[config.mk]
export PLATFORM = sky130hd
export DESIGN_NAME = mem_stage_lsu_flat
export DESIGN_NICKNAME = d
export VERILOG_FILES = /design/src/rtl/mem_stage_lsu_if.sv /design/src/rtl/mem_stage_lsu.sv /design/src/flat_wrapper.sv
export SDC_FILE = /design/constraint.sdc
export NUM_CORES = 1
export LEC_CHECK = 0
export BUFFER_PORTS_ARGS = -buffer_cell sky130_fd_sc_hd__buf_4
export CAP_MARGIN = 15
export CORE_MARGIN = 10
export CORE_UTILIZATION = 50
export DETAILED_ROUTE_END_ITERATION = 6
export PLACE_DENSITY = 0.8
export SYNTH_ARGS = -nofsm -noshare
export SYNTH_HDL_FRONTEND = slang
export SYNTH_SLANG_ARGS = --single-unit
[constraint.sdc]
create_clock -name clk -period 4.13 [get_ports clk]
set_input_delay 0.826 -clock clk [delete_from_list [all_inputs] [get_ports clk]]
set_output_delay 0.826 -clock clk [all_outputs]
set_load 0.03 [all_outputs]
[src/rtl/mem_stage_lsu_if.sv]
// mem_stage_lsu_if
//   Bundles the LSU's request, response and data-memory buses.
//   slave  : the LSU side (takes requests from EX, drives WB response and memory).
//   master : the environment side (EX request source, WB sink, data memory).
// Signals
//   req_valid/req_ready/req_write/req_byte/req_addr/req_wdata/req_rd : EX request
//   resp_valid/resp_data/resp_rd/resp_err/err_pulse                  : WB response
//   mem_addr/mem_wdata/mem_re/mem_we/mem_byte/mem_rdata               : data memory
//   sb_empty                                                          : store buffer empty
interface mem_stage_lsu_if #(
  parameter int N = 32
);
  logic         req_valid;
  logic         req_ready;
  logic         req_write;
  logic         req_byte;
  logic [N-1:0] req_addr;
  logic [N-1:0] req_wdata;
  logic [3:0]   req_rd;

  logic         resp_valid;
  logic [N-1:0] resp_data;
  logic [3:0]   resp_rd;
  logic         resp_err;
  logic         err_pulse;

  logic [N-1:0] mem_addr;
  logic [N-1:0] mem_wdata;
  logic         mem_re;
  logic         mem_we;
  logic         mem_byte;
  logic [N-1:0] mem_rdata;

  logic         sb_empty;

  modport slave (
    input  req_valid, req_write, req_byte, req_addr, req_wdata, req_rd, mem_rdata,
    output req_ready, resp_valid, resp_data, resp_rd, resp_err, err_pulse,
           mem_addr, mem_wdata, mem_re, mem_we, mem_byte, sb_empty
  );

  modport master (
    output req_valid, req_write, req_byte, req_addr, req_wdata, req_rd, mem_rdata,
    input  req_ready, resp_valid, resp_data, resp_rd, resp_err, err_pulse,
           mem_addr, mem_wdata, mem_re, mem_we, mem_byte, sb_empty
  );
endinterface

[src/rtl/mem_stage_lsu.sv]
// mem_stage_lsu
//   MEM-stage load/store unit in front of a byte-addressed data memory.
//   Stores are buffered in a small FIFO and drained on cycles where no read
//   is issued; loads go to memory first unless they alias a buffered store,
//   in which case they wait until every aliasing entry has drained.
// Ports
//   clk    : clock, all state updates on posedge
//   rst_n  : asynchronous active-low reset
//   bus    : mem_stage_lsu_if.slave (EX request, WB response, memory, sb_empty)
// Parameters
//   N        data/address width
//   ADDR_W   address bits used for the load/store alias compare
//   SB_DEPTH store-buffer entries (power of 2, >= 2)
module mem_stage_lsu #(
  parameter int N        = 32,
  parameter int ADDR_W   = 12,
  parameter int SB_DEPTH = 4
) (
  input  logic           clk,
  input  logic           rst_n,
  mem_stage_lsu_if.slave bus
);
  localparam int PTR_W = (SB_DEPTH > 1) ? $clog2(SB_DEPTH) : 1;
  localparam int CNT_W = PTR_W + 1;

  typedef enum logic [1:0] {
    IDLE     = 2'd0,
    LD_WAIT  = 2'd1,
    LD_ISSUE = 2'd2
  } state_t;

  state_t state, state_next;

  logic [N-1:0]        sb_addr [SB_DEPTH];
  logic [N-1:0]        sb_data [SB_DEPTH];
  logic [SB_DEPTH-1:0] sb_byte;
  logic [SB_DEPTH-1:0] sb_vld;
  logic [PTR_W-1:0]    head;
  logic [PTR_W-1:0]    tail;
  logic [CNT_W-1:0]    count;

  logic [N-1:0] ld_addr;
  logic         ld_byte;
  logic [3:0]   ld_rd;

  logic         accept;
  logic         misaligned;
  logic         ld_accept;
  logic         st_push;
  logic         req_hazard;
  logic         wait_hazard;
  logic         issue_rd;
  logic         latch_ld;
  logic         drain;
  logic [N-1:0] rd_addr;
  logic         rd_byte;

  // Ready is held low while in reset so no transfer can be seen during it.
  assign bus.req_ready = rst_n && (state == IDLE) && (count < CNT_W'(SB_DEPTH));
  assign bus.sb_empty  = (count == '0);

  assign accept     = bus.req_valid && bus.req_ready;
  assign misaligned = !bus.req_byte && (bus.req_addr[1:0] != 2'b00);
  assign ld_accept  = accept && !bus.req_write && !misaligned;
  assign st_push    = accept && bus.req_write && !misaligned;

  // Alias check on word index: a byte store anywhere in the word blocks a
  // word load and vice versa. Per-slot valid bits avoid head/count arithmetic.
  always_comb begin
    req_hazard  = 1'b0;
    wait_hazard = 1'b0;
    for (int i = 0; i < SB_DEPTH; i++) begin
      if (sb_vld[i] && (sb_addr[i][ADDR_W-1:2] == bus.req_addr[ADDR_W-1:2]))
        req_hazard = 1'b1;
      if (sb_vld[i] && (sb_addr[i][ADDR_W-1:2] == ld_addr[ADDR_W-1:2]))
        wait_hazard = 1'b1;
    end
  end

  always_comb begin
    state_next = state;
    issue_rd   = 1'b0;
    latch_ld   = 1'b0;
    rd_addr    = ld_addr;
    rd_byte    = ld_byte;
    case (state)
      IDLE: begin
        if (ld_accept) begin
          latch_ld = 1'b1;
          if (req_hazard) begin
            state_next = LD_WAIT;
          end else begin
            issue_rd   = 1'b1;
            rd_addr    = bus.req_addr;
            rd_byte    = bus.req_byte;
            state_next = LD_ISSUE;
          end
        end
      end
      LD_WAIT: begin
        if (!wait_hazard) begin
          issue_rd   = 1'b1;
          state_next = LD_ISSUE;
        end
      end
      LD_ISSUE: state_next = IDLE;
      default:  state_next = IDLE;
    endcase
  end

  // The memory port is shared: the drain only uses it when no read goes out.
  assign drain = !issue_rd && (count != '0);

  always_ff @(posedge clk or negedge rst_n) begin
    if (!rst_n) state <= IDLE;
    else        state <= state_next;
  end

  always_ff @(posedge clk or negedge rst_n) begin
    if (!rst_n) begin
      head   <= '0;
      tail   <= '0;
      count  <= '0;
      sb_vld <= '0;
    end else begin
      if (drain) begin
        sb_vld[head] <= 1'b0;
        head         <= head + PTR_W'(1);
      end
      if (st_push) begin
        sb_vld[tail] <= 1'b1;
        tail         <= tail + PTR_W'(1);
      end
      if (st_push && !drain)      count <= count + CNT_W'(1);
      else if (!st_push && drain) count <= count - CNT_W'(1);
    end
  end

  // Payload storage needs no reset; sb_vld and count say what is live.
  always_ff @(posedge clk) begin
    if (st_push) begin
      sb_addr[tail] <= bus.req_addr;
      sb_data[tail] <= bus.req_wdata;
      sb_byte[tail] <= bus.req_byte;
    end
  end

  always_ff @(posedge clk or negedge rst_n) begin
    if (!rst_n) begin
      ld_addr <= '0;
      ld_byte <= 1'b0;
      ld_rd   <= '0;
    end else if (latch_ld) begin
      ld_addr <= bus.req_addr;
      ld_byte <= bus.req_byte;
      ld_rd   <= bus.req_rd;
    end
  end

  // Address/data/size only change when an access is actually issued.
  always_ff @(posedge clk or negedge rst_n) begin
    if (!rst_n) begin
      bus.mem_re    <= 1'b0;
      bus.mem_we    <= 1'b0;
      bus.mem_addr  <= '0;
      bus.mem_wdata <= '0;
      bus.mem_byte  <= 1'b0;
    end else begin
      bus.mem_re <= issue_rd;
      bus.mem_we <= drain;
      if (issue_rd) begin
        bus.mem_addr <= rd_addr;
        bus.mem_byte <= rd_byte;
      end else if (drain) begin
        bus.mem_addr  <= sb_addr[head];
        bus.mem_wdata <= sb_data[head];
        bus.mem_byte  <= sb_byte[head];
      end
    end
  end

  // Misaligned requests answer in the cycle after acceptance without touching
  // memory; normal loads answer from LD_ISSUE once mem_rdata has settled.
  always_ff @(posedge clk or negedge rst_n) begin
    if (!rst_n) begin
      bus.resp_valid <= 1'b0;
      bus.resp_data  <= '0;
      bus.resp_rd    <= '0;
      bus.resp_err   <= 1'b0;
      bus.err_pulse  <= 1'b0;
    end else begin
      bus.resp_valid <= 1'b0;
      bus.err_pulse  <= accept && misaligned;
      bus.resp_err   <= accept && misaligned;
      if (accept && misaligned && !bus.req_write) begin
        bus.resp_valid <= 1'b1;
        bus.resp_data  <= '0;
        bus.resp_rd    <= bus.req_rd;
      end else if (state == LD_ISSUE) begin
        bus.resp_valid <= 1'b1;
        bus.resp_rd    <= ld_rd;
        bus.resp_data  <= ld_byte ? {{(N-8){1'b0}}, bus.mem_rdata[7:0]} : bus.mem_rdata;
      end
    end
  end
endmodule

[src/flat_wrapper.sv]
// flat-port wrapper written by rule: the top's interface ports become plain ports
module mem_stage_lsu_flat 
#(
  parameter int N        = 32,
  parameter int ADDR_W   = 12,
  parameter int SB_DEPTH = 4
)
  (clk, rst_n, bus_req_valid, bus_req_write, bus_req_byte, bus_req_addr, bus_req_wdata, bus_req_rd, bus_mem_rdata, bus_req_ready, bus_resp_valid, bus_resp_data, bus_resp_rd, bus_resp_err, bus_err_pulse, bus_mem_addr, bus_mem_wdata, bus_mem_re, bus_mem_we, bus_mem_byte, bus_sb_empty);
  mem_stage_lsu_if #(.N(N)) bus_i ();
  input  logic clk;
  input  logic rst_n;
  input wire logic [$bits(bus_i.req_valid)-1:0] bus_req_valid;
  input wire logic [$bits(bus_i.req_write)-1:0] bus_req_write;
  input wire logic [$bits(bus_i.req_byte)-1:0] bus_req_byte;
  input wire logic [$bits(bus_i.req_addr)-1:0] bus_req_addr;
  input wire logic [$bits(bus_i.req_wdata)-1:0] bus_req_wdata;
  input wire logic [$bits(bus_i.req_rd)-1:0] bus_req_rd;
  input wire logic [$bits(bus_i.mem_rdata)-1:0] bus_mem_rdata;
  output wire logic [$bits(bus_i.req_ready)-1:0] bus_req_ready;
  output wire logic [$bits(bus_i.resp_valid)-1:0] bus_resp_valid;
  output wire logic [$bits(bus_i.resp_data)-1:0] bus_resp_data;
  output wire logic [$bits(bus_i.resp_rd)-1:0] bus_resp_rd;
  output wire logic [$bits(bus_i.resp_err)-1:0] bus_resp_err;
  output wire logic [$bits(bus_i.err_pulse)-1:0] bus_err_pulse;
  output wire logic [$bits(bus_i.mem_addr)-1:0] bus_mem_addr;
  output wire logic [$bits(bus_i.mem_wdata)-1:0] bus_mem_wdata;
  output wire logic [$bits(bus_i.mem_re)-1:0] bus_mem_re;
  output wire logic [$bits(bus_i.mem_we)-1:0] bus_mem_we;
  output wire logic [$bits(bus_i.mem_byte)-1:0] bus_mem_byte;
  output wire logic [$bits(bus_i.sb_empty)-1:0] bus_sb_empty;
  assign bus_i.req_valid = bus_req_valid;
  assign bus_i.req_write = bus_req_write;
  assign bus_i.req_byte = bus_req_byte;
  assign bus_i.req_addr = bus_req_addr;
  assign bus_i.req_wdata = bus_req_wdata;
  assign bus_i.req_rd = bus_req_rd;
  assign bus_i.mem_rdata = bus_mem_rdata;
  assign bus_req_ready = bus_i.req_ready;
  assign bus_resp_valid = bus_i.resp_valid;
  assign bus_resp_data = bus_i.resp_data;
  assign bus_resp_rd = bus_i.resp_rd;
  assign bus_resp_err = bus_i.resp_err;
  assign bus_err_pulse = bus_i.err_pulse;
  assign bus_mem_addr = bus_i.mem_addr;
  assign bus_mem_wdata = bus_i.mem_wdata;
  assign bus_mem_re = bus_i.mem_re;
  assign bus_mem_we = bus_i.mem_we;
  assign bus_mem_byte = bus_i.mem_byte;
  assign bus_sb_empty = bus_i.sb_empty;
  mem_stage_lsu #(.N(N), .ADDR_W(ADDR_W), .SB_DEPTH(SB_DEPTH)) u_core (.clk(clk), .rst_n(rst_n), .bus(bus_i));
endmodule
==> results.sh, run 1 <==
export IMPL_cts_tree="done"
export IMPL_cts_path_max_buffers=3
export IMPL_nets=1355
export IMPL_wl_per_cell_um=22.89
export IMPL_grt_pass1_wl_um=61270
export IMPL_ctsResizeCount=0
export IMPL_irDropWorstVdd_v=0.0005097
export IMPL_critical_path_buf_inv_count=1
export IMPL_avgViaCountPerCell=5.658
export IMPL_grt_pass1_vias=10320
export IMPL_start_util_pct=50.80
export IMPL_synth_area_um2=17030
export IMPL_area_delta_synth_final_pct=19.81
export IMPL_relSlewSlack_pct=33.98
export IMPL_setup_viol=0
export IMPL_p_per_area_nw_per_um2=716.8
export IMPL_cap_viol_max_count=0
export IMPL_p_leak_uw=0.007776
export IMPL_cp_data_required_time_ns=4.50
export IMPL_drive_above_1_share_pct=34.96
export IMPL_synth_warnings=0
export IMPL_design_core_area_um2=33530
export IMPL_crit_path_end_kind="flop"
export IMPL_hold_class="primary input to async pin"
export IMPL_totalWireLength_um=39390
export IMPL_path_clk_slew_ns=0.07
export IMPL_seq_area_frac_synth_pct=68.61
export IMPL_num_antenna_cells=0
export IMPL_hold_slack_ns=0.3484
export IMPL_drc=0
export IMPL_cts_made_buffers=43
export IMPL_max_freq_mhz=344.8
export IMPL_crit_type="flop to flop"
export IMPL_hold_viol_final=0
export IMPL_grt_overflow=0
export IMPL_postRouteAntennaNets=0
export IMPL_drv_slew=0
export IMPL_cp_start_kind="flop"
export IMPL_cts_setup_buffers=0
export IMPL_hpwl_um=24520
export IMPL_synth_cell_types=41
export IMPL_grt_total_usage_pct=18.72
export IMPL_place_gp_congestion=0.9138
export IMPL_cp_max_fo=38
export IMPL_slowest_stage="and2_4"
export IMPL_first_pass_iters=5
export IMPL_fin_tns_setup_ns=0
export IMPL_finalClockSkew_ns=0.02446
export IMPL_drt_iter0_drc=726
export IMPL_ys_async_sr_fraction_pct=37.35
export IMPL_worst_slew_pin_slew_ns=0.9882
export IMPL_dieArea_um2=41850
export IMPL_postCtsHoldBufs=0
export IMPL_clk_latency_ns=0.53
export IMPL_syn_inst=1039
export IMPL_cts_max_level=2
export IMPL_fin_crit_ns=2.900
export IMPL_outcome="complete, no violations"
export IMPL_vias=9737
export IMPL_ys_ff_latch=415
export IMPL_power_total_uw=14630
export IMPL_io_buffers=212
export IMPL_fillers=2463
export IMPL_critPathArrivalTime_ns=3.27
export IMPL_synth_edf_count=260
export IMPL_grt_setup_unrepaired="false"
export IMPL_path_cells="xnor2_1, nand4_1, nor3_1, a41oi_1, nand3_2, buf_4, and2_4, a31oi_1"
export IMPL_die_height_um=204.6
export IMPL_ys_flop_type="edfxtp_1"
export IMPL_fp_row_count=67
export IMPL_finalCritPeriodShare_pct=70.22
export IMPL_fp_dieW_um=204.6
export IMPL_cts_root_buf="clkbuf_16"
export IMPL_syn_avg_cell_area_um2=16.39
export IMPL_grt_start_max_net_pins=67
export IMPL_num_io_pins=213
export IMPL_synthesis_nets=1154
export IMPL_cpLargestDelayFamily="simple AND/OR/NAND/NOR gates"
export IMPL_antenna_found_initial=0
export IMPL_cts_sinks=415
export IMPL_max_stage_delay_ns=0.61
==> stage by stage <==
stage	cell area (um2)	util (%)	std cells	setup slack, ns
6_report	20410	60.86	1721	1.230
5_1_grt	20410	60.86	1721	1.089
4_1_cts	20410	60.86	1721	1.276
3_5_place_dp	19020	56.72	1643	0.8540
3_3_place_gp	19020	56.72	1643	0.9809
2_1_floorplan	17030	-	1039	0.2998
==> report_power, final <==
group | total [uW] | switching [uW] | internal, uW
combinational | 4740 | 2480 | 2260
sequential | 6130 | 880 | 5250
clock | 3750 | 1530 | 2230
==> cell usage after synthesis, drive strengths merged (22+ instances only) <==
master | number | area, um2
a21oi | 32 | 160.2
a31oi | 33 | 206.5
buf | 53 | 325.3
clkbuf | 22 | 82.58
dfrtp | 155 | 3879
edfxtp | 260 | 7807
mux2 | 71 | 900.9
mux4 | 65 | 1464
nand2 | 93 | 349.1
nor2 | 30 | 112.6
nor3b | 24 | 180.2
o22ai | 33 | 206.5
xnor2 | 83 | 727.0
==> metal layers <==
metal  track usage, %  wire [um]
met5                0          0
met2            30.16      18930
met3            4.360       2987
met1            25.34      16790
met4            4.470        684
==> path summary, 6_finish.rpt <==
| path | to | from | slack (ns) | cells past startpoint |
|---|---|---|---|---|
| setup / recovery | u_core.bus.mem_addr[16] | u_core.ld_addr[7] | 1.23 | 8 |
| hold / removal | u_core.ld_addr[4] | rst_n | 0.35 | 2 |
| setup reg to reg | u_core.bus.mem_addr[16] | u_core.ld_addr[7] | 1.23 | 8 |
| hold reg to reg | u_core.bus.resp_rd[0] | u_core.bus.resp_rd[0] | 0.48 | 2 |
| max in group asynchronous | u_core.head[0] | rst_n | 2.39 | 3 |
| min in group clk | u_core.bus.resp_rd[0] | u_core.bus.resp_rd[0] | 0.48 | 2 |
==> cell families (layout without fill, tap and decap cells) <==
| kind of cell | after synthesis | in the layout | synth area share [%] |
|---|---|---|---|
| adders and majority gates | 10 | 10 | 0.7786 |
| muxes | 136 | 136 | 13.88 |
| DFF | 415 | 415 | 68.61 |
| and+or+nand+nor | 196 | 196 | 5.781 |
| buffers and inverters | 86 | 320 | 2.637 |
| AOI/OAI and AO/OA | 111 | 111 | 3.945 |
| xor gates and xnor gates | 85 | 85 | 4.371 |
==> final cells by class <==
cell class                      instances  area (um2)  area share [%]
Sequential cell                       415       11690           57.30
Multi-Input combinational cell        538        4925           24.13
Clock inverter                         17       141.4          0.6928
Clock buffer                           61        1246           6.106
Timing Repair Buffer                  231        1800           8.822
Tap cell                              448       560.5           2.747
Inverter                               11       41.29          0.2023
==> state kept, by name, indices dropped and copies added, names as in the netlist, 2 cells and up <==
name,count
u_core.bus.mem_addr,32
u_core.bus.mem_wdata,32
u_core.bus.resp_data,32
u_core.bus.resp_rd,4
u_core.count,3
u_core.head,2
u_core.ld_addr,32
u_core.ld_rd,4
u_core.sb_addr,128
u_core.sb_byte,4
u_core.sb_data,128
u_core.sb_vld,4
u_core.state,2
u_core.tail,2
==> placed cells by master (no fill, tap or decap), types with 2 or more instances in the layout <==
cell	netlist	layout
a21oi_1	32	32
a31oi_1	33	33
nor3b_1	24	24
clkinv_2	0	7
nand4_1	20	20
mux2_4	27	27
o22ai_1	33	33
nand2_1	93	93
nor2_1	30	30
clkbuf_8	0	6
mux2_2	44	44
ha_1	9	9
bufinv_16	0	2
buf_12	0	5
nand2b_2	1	2
clkbuf_16	0	45
and2_4	1	5
clkinv_1	1	6
inv_1	10	10
a22oi_1	4	4
a41oi_1	2	2
dfrtp_1	155	153
nand3_1	7	6
nor3_1	7	7
nor2b_1	2	2
edfxtp_1	260	260
xor2_1	2	2
mux4_2	65	65
dfrtp_4	0	2
clkbuf_1	22	10
xnor2_1	83	83
a21o_1	4	4
buf_4	9	225
No activity file was read; power rests on OpenSTA's default activity.
==> run 2, diff against run 1 <==
==> constraint.sdc (replaced) <==
create_clock -name clk -period 3 [get_ports clk]
set_input_delay 0.6 -clock clk [delete_from_list [all_inputs] [get_ports clk]]
set_output_delay 0.6 -clock clk [all_outputs]
set_load 0.03 [all_outputs]
==> results.sh, run 2 (synthesis results as in run 1) <==
export IMPL_outcome="complete, no violations"
export IMPL_postRouteAntennaNets=0
export IMPL_cp_data_required_time_ns=2.40
export IMPL_totalWireLength_um=39520
export IMPL_cts_path_max_buffers=3
export IMPL_hold_class="primary input to async pin"
export IMPL_drive_above_1_share_pct=35.76
export IMPL_drc=0
export IMPL_hpwl_um=25460
export IMPL_crit_path_end_kind="output port"
export IMPL_cts_made_buffers=44
export IMPL_cp_max_fo=15
export IMPL_path_cells="or3_1, clkinv_1, buf_4"
export IMPL_final_core_util_pct=61.45
export IMPL_drt_iter0_drc=693
export IMPL_slowest_stage="clkinv_1"
export IMPL_max_stage_delay_ns=0.60
export IMPL_place_gp_congestion=0.8693
export IMPL_cts_sinks=415
export IMPL_dieArea_um2=41850
export IMPL_fp_row_count=67
export IMPL_area_delta_synth_final_pct=20.97
export IMPL_fin_tns_setup_ns=0
export IMPL_antenna_found_initial=0
export IMPL_drv_slew=0
export IMPL_first_pass_iters=4
export IMPL_p_leak_uw=0.007855
export IMPL_postCtsHoldBufs=0
export IMPL_vias=9861
export IMPL_grt_start_max_net_pins=60
export IMPL_grt_total_usage_pct=18.73
export IMPL_cap_viol_max_count=0
export IMPL_fillers=2482
export IMPL_finalClockSkew_ns=0.01825
export IMPL_final_common_cell="edfxtp_1"
export IMPL_irDropWorstVdd_v=0.0007708
export IMPL_final_cell_mix="edfxtp_1 (260), buf_4 (230), dfrtp_1 (153), nand2_1 (93), xnor2_1 (83)"
export IMPL_num_io_pins=213
export IMPL_wl_per_cell_um=22.74
export IMPL_cts_tree="done"
export IMPL_io_buffers=212
export IMPL_ctsResizeCount=0
export IMPL_die_height_um=204.6
export IMPL_power_total_uw=20230
export IMPL_biggestRegsByFlops="u_core.sb_addr: 128 flops, u_core.sb_data: 128 flops"
export IMPL_grt_pass1_wl_um=60910
export IMPL_fp_dieW_um=204.6
export IMPL_max_freq_mhz=349.3
export IMPL_finalCritPeriodShare_pct=95.43
export IMPL_cts_setup_buffers=0
export IMPL_nets=1368
export IMPL_hold_viol_final=0
export IMPL_start_util_pct=50.80
export IMPL_clk_latency_ns=0.54
export IMPL_crit_type="flop to output port"
export IMPL_path_clk_slew_ns=0.06
export IMPL_design_core_area_um2=33530
export IMPL_critical_path_buf_inv_count=2
export IMPL_setup_viol=0
export IMPL_critPathArrivalTime_ns=2.26
export IMPL_grt_setup_unrepaired="false"
export IMPL_cp_start_kind="flop"
export IMPL_relSlewSlack_pct=36.23
export IMPL_p_per_area_nw_per_um2=981.7
export IMPL_worst_slew_pin_slew_ns=0.9566
export IMPL_cts_max_level=2
export IMPL_grt_pass1_vias=10380
export IMPL_avgViaCountPerCell=5.674
export IMPL_fin_crit_ns=2.863
export IMPL_cpLargestDelayFamily="buffers and inverters"
export IMPL_cts_root_buf="clkbuf_16"
export IMPL_grt_overflow=0
## run 2: cell count changes in the layout (fill, tap and decap cells not counted), sizes merged
cell	change
buf	+12
clkinvlp	+4
clkbuf	-2
clkinv	+1
diode	+1
inv	+1
## run 2: worst register-to-register path, delay by kind of cell, from the launching register on
family          cells  cell delay [ns]
compound gates      1             0.34
mux                 1             0.47
simple gates        4             0.53
xor+xnor            1             0.18
flops               1             0.49
buf+inv             1             0.54
## run 2: layout make-up
| class | count | area, um2 | area share (%) |
|---|---|---|---|
| antenna | 1 | 2.502 | 0.01214 |
| clock buffer | 59 | 1219 | 5.914 |
| clock inverter | 23 | 186.4 | 0.9047 |
| inverter | 11 | 41.29 | 0.2004 |
| multi-input combinational | 538 | 4925 | 23.90 |
| sequential | 415 | 11690 | 56.75 |
| tap | 448 | 560.5 | 2.720 |
| timing repair buffer | 243 | 1978 | 9.600 |
## run 2: through the flow
stage                     instance area, um2  instances  worst slack (ns)  hold WS, ns
after floorplan                        17040       1039          0.005201       0.3044
after global placement                 19200       1655            0.1082       0.4644
after detailed placement               19200       1655           0.06642       0.4682
after CTS                              20600       1737            0.1106       0.1743
after global routing                   20600       1737           0.05902       0.2134
final                                  20610       1738            0.1371       0.1551
## run 2: layer usage
layer	wire [um]	up-vias	GRT usage [%]	part of all wire [%]
met2	19030	381	29.84	48
met5	0	-	0	0
met4	803	0	5.554	2.0
met3	3325	53	5.054	8.4
li1	-	4345	-	-
met1	16360	5082	24.80	41
## run 2: final timing paths
check | to | start | slack, ns | cells past startpoint
setup / recovery | bus_sb_empty | u_core.count[2] | 0.14 | 3
hold / removal | u_core.bus.mem_byte | rst_n | 0.16 | 2
setup reg to reg | u_core.bus.mem_wdata[22] | u_core.ld_addr[11] | 0.31 | 8
hold reg to reg | u_core.bus.resp_rd[2] | u_core.bus.resp_rd[2] | 0.48 | 2
max in group asynchronous | u_core.bus.mem_wdata[22] | rst_n | 1.55 | 3
min in group clk | u_core.sb_data[0][31] | bus_req_wdata[31] | 0.26 | 1
## run 2: power breakdown
| part | switching [uW] | internal (uW) | total (uW) | leakage [uW] |
|---|---|---|---|---|
| registers | 1140 | 7230 | 8370 | 0.00422 |
| clock network | 2180 | 3040 | 5220 | 0.000677 |
| logic | 3460 | 3170 | 6640 | 0.00296 |
| total | 6780 | 13400 | 20200 | 0.00785 |
